**src/rtl/fp16_mul_round.sv**
```systemverilog
// fp16_mul_round
//   Back end of the binary16 multiplier. Takes the raw 11x11 significand product
//   together with both original operands, classifies the operands, normalises the
//   product, rounds to nearest-even and packs a binary16 result with exception flags.
//   Two register stages with a valid/ready handshake on both sides; in_ready is
//   combinational (no skid buffer), so a full pipeline stalls the producer directly.
//
// Ports
//   clk        rising-edge clock
//   rst_n      asynchronous active-low reset (clears valids and output registers)
//   in_valid   input beat valid
//   in_ready   stage can accept a beat this cycle
//   in_a/in_b  binary16 operands
//   in_prod    {1,a_frac}*{1,b_frac} from the significand multiplier, same cycle
//   out_valid  result valid
//   out_ready  consumer accepts result
//   out_z      binary16 product
//   out_flags  {invalid, overflow, underflow, inexact}
module fp16_mul_round #(
  parameter int          EXP_W  = 5,
  parameter int          FRAC_W = 10,
  parameter int          BIAS   = 15,
  parameter logic [15:0] QNAN   = 16'h7E00,
  localparam int         W      = 1 + EXP_W + FRAC_W,
  localparam int         SIG_W  = FRAC_W + 1,
  localparam int         PROD_W = 2 * SIG_W
) (
  input  logic              clk,
  input  logic              rst_n,
  input  logic              in_valid,
  output logic              in_ready,
  input  logic [W-1:0]      in_a,
  input  logic [W-1:0]      in_b,
  input  logic [PROD_W-1:0] in_prod,
  output logic              out_valid,
  input  logic              out_ready,
  output logic [W-1:0]      out_z,
  output logic [3:0]        out_flags
);

  // Exponent is carried two bits wider than the field so that both the
  // underflow (negative) and overflow (>= all-ones) ranges are representable.
  localparam int EW = EXP_W + 2;
  localparam logic signed [EW-1:0] E_ONE  = EW'(1);
  localparam logic signed [EW-1:0] E_MAX  = EW'((2 ** EXP_W) - 1);
  localparam logic signed [EW-1:0] E_BIAS = EW'(BIAS);

  // Round-nearest-even on the normalised significand. A carry out of the
  // significand renormalises to 1.0 and bumps the exponent. Returns
  // {exponent, stored fraction}.
  function automatic logic [EW+FRAC_W-1:0] round_rne(
    input logic signed [EW-1:0] e,
    input logic [SIG_W-1:0]     sig,
    input logic                 g,
    input logic                 st
  );
    logic [SIG_W:0]         sum;
    logic signed [EW-1:0]   e_r;
    logic [FRAC_W-1:0]      f_r;
    sum = {1'b0, sig} + {{SIG_W{1'b0}}, g & (st | sig[0])};
    if (sum[SIG_W]) begin
      e_r = e + E_ONE;
      f_r = '0;
    end else begin
      e_r = e;
      f_r = sum[FRAC_W-1:0];
    end
    return {e_r, f_r};
  endfunction

  logic                 vld_p1_q, vld_p2_q;
  logic                 adv1, adv2;

  logic                 nan_p1_d, snan_p1_d, inf_p1_d, zero_p1_d, sign_p1_d;
  logic signed [EW-1:0] e_p1_d;
  logic [SIG_W-1:0]     sig_p1_d;
  logic                 g_p1_d, st_p1_d;

  logic                 nan_p1_q, snan_p1_q, inf_p1_q, zero_p1_q, sign_p1_q;
  logic signed [EW-1:0] e_p1_q;
  logic [SIG_W-1:0]     sig_p1_q;
  logic                 g_p1_q, st_p1_q;

  logic signed [EW-1:0] e_r;
  logic [FRAC_W-1:0]    frac_r;
  logic [W-1:0]         z_p2_d, z_p2_q;
  logic [3:0]           flags_p2_d, flags_p2_q;

  logic [EXP_W-1:0]     ea, eb;
  logic [FRAC_W-1:0]    fa, fb;
  logic                 a_zero, b_zero, a_inf, b_inf, a_nan, b_nan;
  logic signed [EW-1:0] e_sum;

  assign adv2      = !vld_p2_q || out_ready;
  assign adv1      = !vld_p1_q || adv2;
  assign in_ready  = adv1;
  assign out_valid = vld_p2_q;
  assign out_z     = z_p2_q;
  assign out_flags = flags_p2_q;

  assign ea = in_a[W-2 -: EXP_W];
  assign eb = in_b[W-2 -: EXP_W];
  assign fa = in_a[FRAC_W-1:0];
  assign fb = in_b[FRAC_W-1:0];

  // Exponent 0 is zero regardless of fraction: denormals are flushed on input.
  assign a_zero = (ea == '0);
  assign b_zero = (eb == '0);
  assign a_inf  = (&ea) && (fa == '0);
  assign b_inf  = (&eb) && (fb == '0);
  assign a_nan  = (&ea) && (fa != '0);
  assign b_nan  = (&eb) && (fb != '0);

  // Stage 1: classify operands and normalise the product
  always_comb begin
    nan_p1_d  = a_nan || b_nan;
    snan_p1_d = (a_nan && !fa[FRAC_W-1]) || (b_nan && !fb[FRAC_W-1]);
    inf_p1_d  = a_inf || b_inf;
    zero_p1_d = a_zero || b_zero;
    sign_p1_d = in_a[W-1] ^ in_b[W-1];
    e_sum     = signed'({2'b00, ea}) + signed'({2'b00, eb}) - E_BIAS;
    if (in_prod[PROD_W-1]) begin
      sig_p1_d = in_prod[PROD_W-1 -: SIG_W];
      g_p1_d   = in_prod[PROD_W-SIG_W-1];
      st_p1_d  = |in_prod[PROD_W-SIG_W-2:0];
      e_p1_d   = e_sum + E_ONE;
    end else begin
      sig_p1_d = in_prod[PROD_W-2 -: SIG_W];
      g_p1_d   = in_prod[PROD_W-SIG_W-2];
      st_p1_d  = |in_prod[PROD_W-SIG_W-3:0];
      e_p1_d   = e_sum;
    end
  end

  always_ff @(posedge clk) begin
    if (adv1 && in_valid) begin
      nan_p1_q  <= nan_p1_d;
      snan_p1_q <= snan_p1_d;
      inf_p1_q  <= inf_p1_d;
      zero_p1_q <= zero_p1_d;
      sign_p1_q <= sign_p1_d;
      e_p1_q    <= e_p1_d;
      sig_p1_q  <= sig_p1_d;
      g_p1_q    <= g_p1_d;
      st_p1_q   <= st_p1_d;
    end
  end

  // Stage 2: round, resolve special cases by priority, pack
  always_comb begin
    {e_r, frac_r} = round_rne(e_p1_q, sig_p1_q, g_p1_q, st_p1_q);
    z_p2_d        = {sign_p1_q, e_r[EXP_W-1:0], frac_r};
    flags_p2_d    = {3'b000, g_p1_q | st_p1_q};
    if (nan_p1_q || (inf_p1_q && zero_p1_q)) begin
      z_p2_d     = QNAN[W-1:0];
      flags_p2_d = {snan_p1_q || (inf_p1_q && zero_p1_q), 3'b000};
    end else if (inf_p1_q) begin
      z_p2_d     = {sign_p1_q, {EXP_W{1'b1}}, {FRAC_W{1'b0}}};
      flags_p2_d = 4'b0000;
    end else if (zero_p1_q) begin
      z_p2_d     = {sign_p1_q, {(W-1){1'b0}}};
      flags_p2_d = 4'b0000;
    end else if (e_r >= E_MAX) begin
      z_p2_d     = {sign_p1_q, {EXP_W{1'b1}}, {FRAC_W{1'b0}}};
      flags_p2_d = 4'b0101;
    end else if (e_r < E_ONE) begin
      z_p2_d     = {sign_p1_q, {(W-1){1'b0}}};
      flags_p2_d = 4'b0011;
    end
  end

  always_ff @(posedge clk or negedge rst_n) begin
    if (!rst_n) begin
      vld_p1_q   <= 1'b0;
      vld_p2_q   <= 1'b0;
      z_p2_q     <= '0;
      flags_p2_q <= '0;
    end else begin
      if (adv1) vld_p1_q <= in_valid;
      if (adv2) begin
        vld_p2_q <= vld_p1_q;
        if (vld_p1_q) begin
          z_p2_q     <= z_p2_d;
          flags_p2_q <= flags_p2_d;
        end
      end
    end
  end

endmodule
```
**config.mk**
```make
export PLATFORM = sky130hd
export DESIGN_NAME = fp16_mul_round
export DESIGN_NICKNAME = d
export VERILOG_FILES = /design/src/rtl/fp16_mul_round.sv
export SDC_FILE = /design/constraint.sdc
export NUM_CORES = 1
export LEC_CHECK = 0
export CELL_PAD_IN_SITES_DETAIL_PLACEMENT = 1
export CELL_PAD_IN_SITES_GLOBAL_PLACEMENT = 1
export CORE_MARGIN = 2
export CORE_UTILIZATION = 39
export DETAILED_ROUTE_END_ITERATION = 12
export HOLD_SLACK_MARGIN = 0.08
export PLACE_DENSITY = 0.9
export SYNTH_ARGS = -nofsm -noshare
export SYNTH_HDL_FRONTEND = slang
export SYNTH_SLANG_ARGS = --single-unit
```
**constraint.sdc**
```tcl
create_clock -name clk -period 4.1 [get_ports clk]
set_clock_uncertainty 0.15 [all_clocks]
set_input_delay 1.23 -clock clk [delete_from_list [all_inputs] [get_ports clk]]
set_output_delay 1.23 -clock clk [all_outputs]
set_load 0.005 [all_outputs]
```
==> results.txt <==
The via count of the first global-routing pass is 2376. Setup slack closes at 0.286 ns. The tools report the critical path launch point type as a primary input. The pin count of the biggest net entering global routing was 26. Once layout is done, the placed cells without fillers occupy 0.00375 mm^2. Subtracting the final worst setup slack from the clock period gives 3.81 ns. edfxtp_1 takes more of the synthesized area than any other cell.

The final count of pins violating max slew was 0. The clock input transition at the sequential cells of the worst setup and hold paths works out to 0.09 ns. The congestion estimate from routability-driven global placement came to 0.872. The startpoint identified for the worst hold timing path is sign_p1_q.

Setup repair after global routing left no endpoint under its margin. The flow ran to the end, and the final reports show no timing, DRC or antenna violations. Cell with the most instances on the worst path: inv_1.

The top fanout value on the critical path is 3. The first global-routing pass estimated 11.6 mm of wire. Row generation in the floorplan step produced 30 rows. Setup violations remaining at the end of the flow were counted as 0.

For the count of instances resized after the clock tree is built, the log shows 0. In the layout the commonest cells are 79 x clkdlybuf4s50_1, 25 x edfxtp_1, 22 x dfrtp_1, 20 x nand2_1, 16 x nand3_1. The number of distinct standard cells referenced by the synthesized netlist was 50; the peak clock frequency supported by timing was 262 MHz. The tools report the required time at the worst-slack endpoint as 4.01 ns. Port buffering added 79 buffers. The post-synthesis cell area is 0.00275 mm^2, and the critical path's largest stage delay is 0.51 ns. Summed negative setup slack over all endpoints: 0 ns. Traced cell by cell, the critical path runs through clkdlybuf4s50_1, inv_1, ha_1, inv_1, ha_1, inv_1, fa_1, xor2_1, nor3_1, nor4b_1, xnor2_1, nor2_1. The endpoint of the most critical register-to-register path is out_flags[0].

For the worst setup path, the data arrival time is 3.72 ns. The area share of the largest cell type after synthesis came out at 0.273. For this run, the leading register cell type out of synthesis is edfxtp_1.

After synthesis the netlist holds a flip-flop and latch count of 47. VDD sags by at most 145 uV. The clock drives 47 sinks.

From left edge to right edge, the die measures 87.9 um. For this run, the number of standard cells in the final layout without fillers is 431. Relative to the synthesized area, the layout overhead comes to 36.6%.

The HPWL reported at the end of detailed placement is 5.70 mm. The post-route fraction of the period consumed by the critical path is 0.930, and the pin slew with the least headroom to its limit is 0.984 ns. The run gives 0.191 as the total track usage.

Before antenna repair, the detailed router went through 4 iterations. Hold is met by 0.329 ns. Post-CTS timing repair inserted 0 buffers for setup. The number of inserted diodes is 0. Number of cells after detailed placement: 423. For the remaining global-route overflow, the log shows 0.

Static power due to leakage: 1.40 nW. The tools report the destination of the worst hold path as out_z[15]. The logs give 251 for the number of instances in the synthesized netlist and 737 for the count of fill cells added during filler insertion.

Leaving out fill and tap cells, the most frequent cell in the layout is clkdlybuf4s50_1. After the last flow step, the layout net total stands at 406. STA classifies the critical path endpoint as a flop. The run gives 90 as the DRC violation total after the first TritonRoute iteration. The initial cell density of the core is 0.404, and the worst reg2reg path depth is 8. The initial antenna violation count was 0; the final core area utilization was 0.552. The average wire per cell in the routed design is 16.3 um, and the clock latency at the later pin of the worst-skew pair is 0.30 ns. The startpoint of the worst register-to-register path is st_p1_q. In the routed design, unresolved DRC markers number 0.

The share of synthesized registers carrying an async set or reset works out to 0.468. For this block, the via count after detailed routing is 2260. The number of hold violations in the final report was 0; the maximum root-to-sink buffer count was 2. The part of the Yosys area used for sequential elements was 0.474; the remaining antenna violation count was 0. Slowest stage cell on the critical path: clkdlybuf4s50_1. 80 I/O pins were placed. The tool flagged a number of max-cap violations equal to 0. The logs give 5 for the TritonCTS buffer count and 0.00366 mm^2 for the cell area after placement. The die outline height is 87.9 um. The net count after synthesis came out at 323. The relative slew slack is 0.342, and the number of enable flip-flop cells after synthesis is 25. Power comes to 1.18 mW. The number of warnings printed during yosys synthesis is 0, and the reg2reg setup slack is 1.07 ns. TritonCTS built the clock tree. Before CTS, the worst setup slack after placement is -0.0251 ns.

Each instance of the synthesized netlist takes up on average 10.9 um^2. The per-cell via count in the routed design is 5.24. The depth of the worst hold-timing path is 1. The tree is rooted in a clkbuf_8. The core outline area is 0.00679 mm^2, and the area taken by multi-input logic gates is 0.00137 mm^2. The kind of cell adding the most delay to the critical path is simple AND/OR/NAND/NOR gates.

For the sum of routed wire length over all layers, the log shows 7.04 mm. The die covers 0.00773 mm^2. After synthesis, the cell types taking the most area are edfxtp_1 27%, dfrtp_1 20%, ha_1 5.9%, mux2_2 5.3%, xor2_1 3.8%. The total area of sequential cells came out at 0.00130 mm^2. The kind of critical path is primary input to flop.

Worst hold path class: flop to flop. Power spread over the standard cell area amounts to 315 mW/mm^2. In this run the number of H-tree levels came out at 2. Count of hold-fix buffers inserted at cts: 0. The fraction of layout cells with a size suffix above 1 is 0.0955.

The number of buffers and inverters on the critical path is 4.
## cell families (layout without fill, tap and decap cells)
kind of cell | after synthesis | count (layout) | synth area share
DFF | 47 | 47 | 0.474
and+or+nand+nor | 96 | 96 | 0.198
xor gates and xnor gates | 22 | 22 | 0.0702
AOI/OAI and AO/OA | 39 | 39 | 0.108
adders and majority gates | 14 | 14 | 0.0665
muxes | 14 | 14 | 0.0570
buffers and inverters | 19 | 103 | 0.0260
## synth_stat cells (3+ instances only)
master,count
clkbuf_1,6
nor3_1,4
nor4b_1,3
a211oi_1,7
o22a_1,5
xnor2_1,10
nor2_1,14
nor4_1,6
mux2_2,13
or4_1,3
inv_1,13
edfxtp_1,25
o31ai_1,4
o22ai_1,3
and3_1,5
nand2b_1,5
ha_1,13
dfrtp_1,22
o21ai_0,5
nand2_1,20
nor2b_1,4
nand3_1,16
xor2_1,12
## where the power goes
group / switching, mW / leakage [nW] / internal [mW]
logic: 0.132 / 0.843 / 0.167
registers: 0.0391 / 0.512 / 0.551
clock network: 0.157 / 0.0492 / 0.135
total: 0.328 / 1.40 / 0.853
## cell type report
cell class | count | area share
Clock buffer | 6 | 0.0220
Clock inverter | 2 | 0.00267
Inverter | 13 | 0.0130
Multi-Input combinational cell | 185 | 0.366
Sequential cell | 47 | 0.347
Tap cell | 96 | 0.0320
Timing Repair Buffer | 82 | 0.217
## worst max path at each step
stage,cells past startpoint,to,start
2_1_floorplan,9,e_p1_q[6],in_a[11]
6_report,12,e_p1_q[6],in_b[10]
4_1_cts,12,e_p1_q[6],in_b[10]
5_1_grt,12,e_p1_q[6],in_a[10]
3_5_place_dp,12,e_p1_q[6],in_b[10]
3_3_place_gp,12,e_p1_q[6],in_a[10]
## metal layers
metal	part of all wire	vias to the layer above	GRT usage
li1	-	1094	-
met1	0.42	1101	0.237
met2	0.53	53	0.346
met3	0.031	12	0.0207
met4	0.018	0	0.0615
met5	0	-	0
## registers in the layout (all words and copies together) (netlist names)
name       flops
out_flags      4
e_p1_q         7
sign_p1_q      1
out_valid      1
sig_p1_q      11
vld_p1_q       1
out_z         16
snan_p1_q      1
inf_p1_q       1
nan_p1_q       1
st_p1_q        1
g_p1_q         1
zero_p1_q      1
Note: power is estimated with default switching activity, not from simulation.
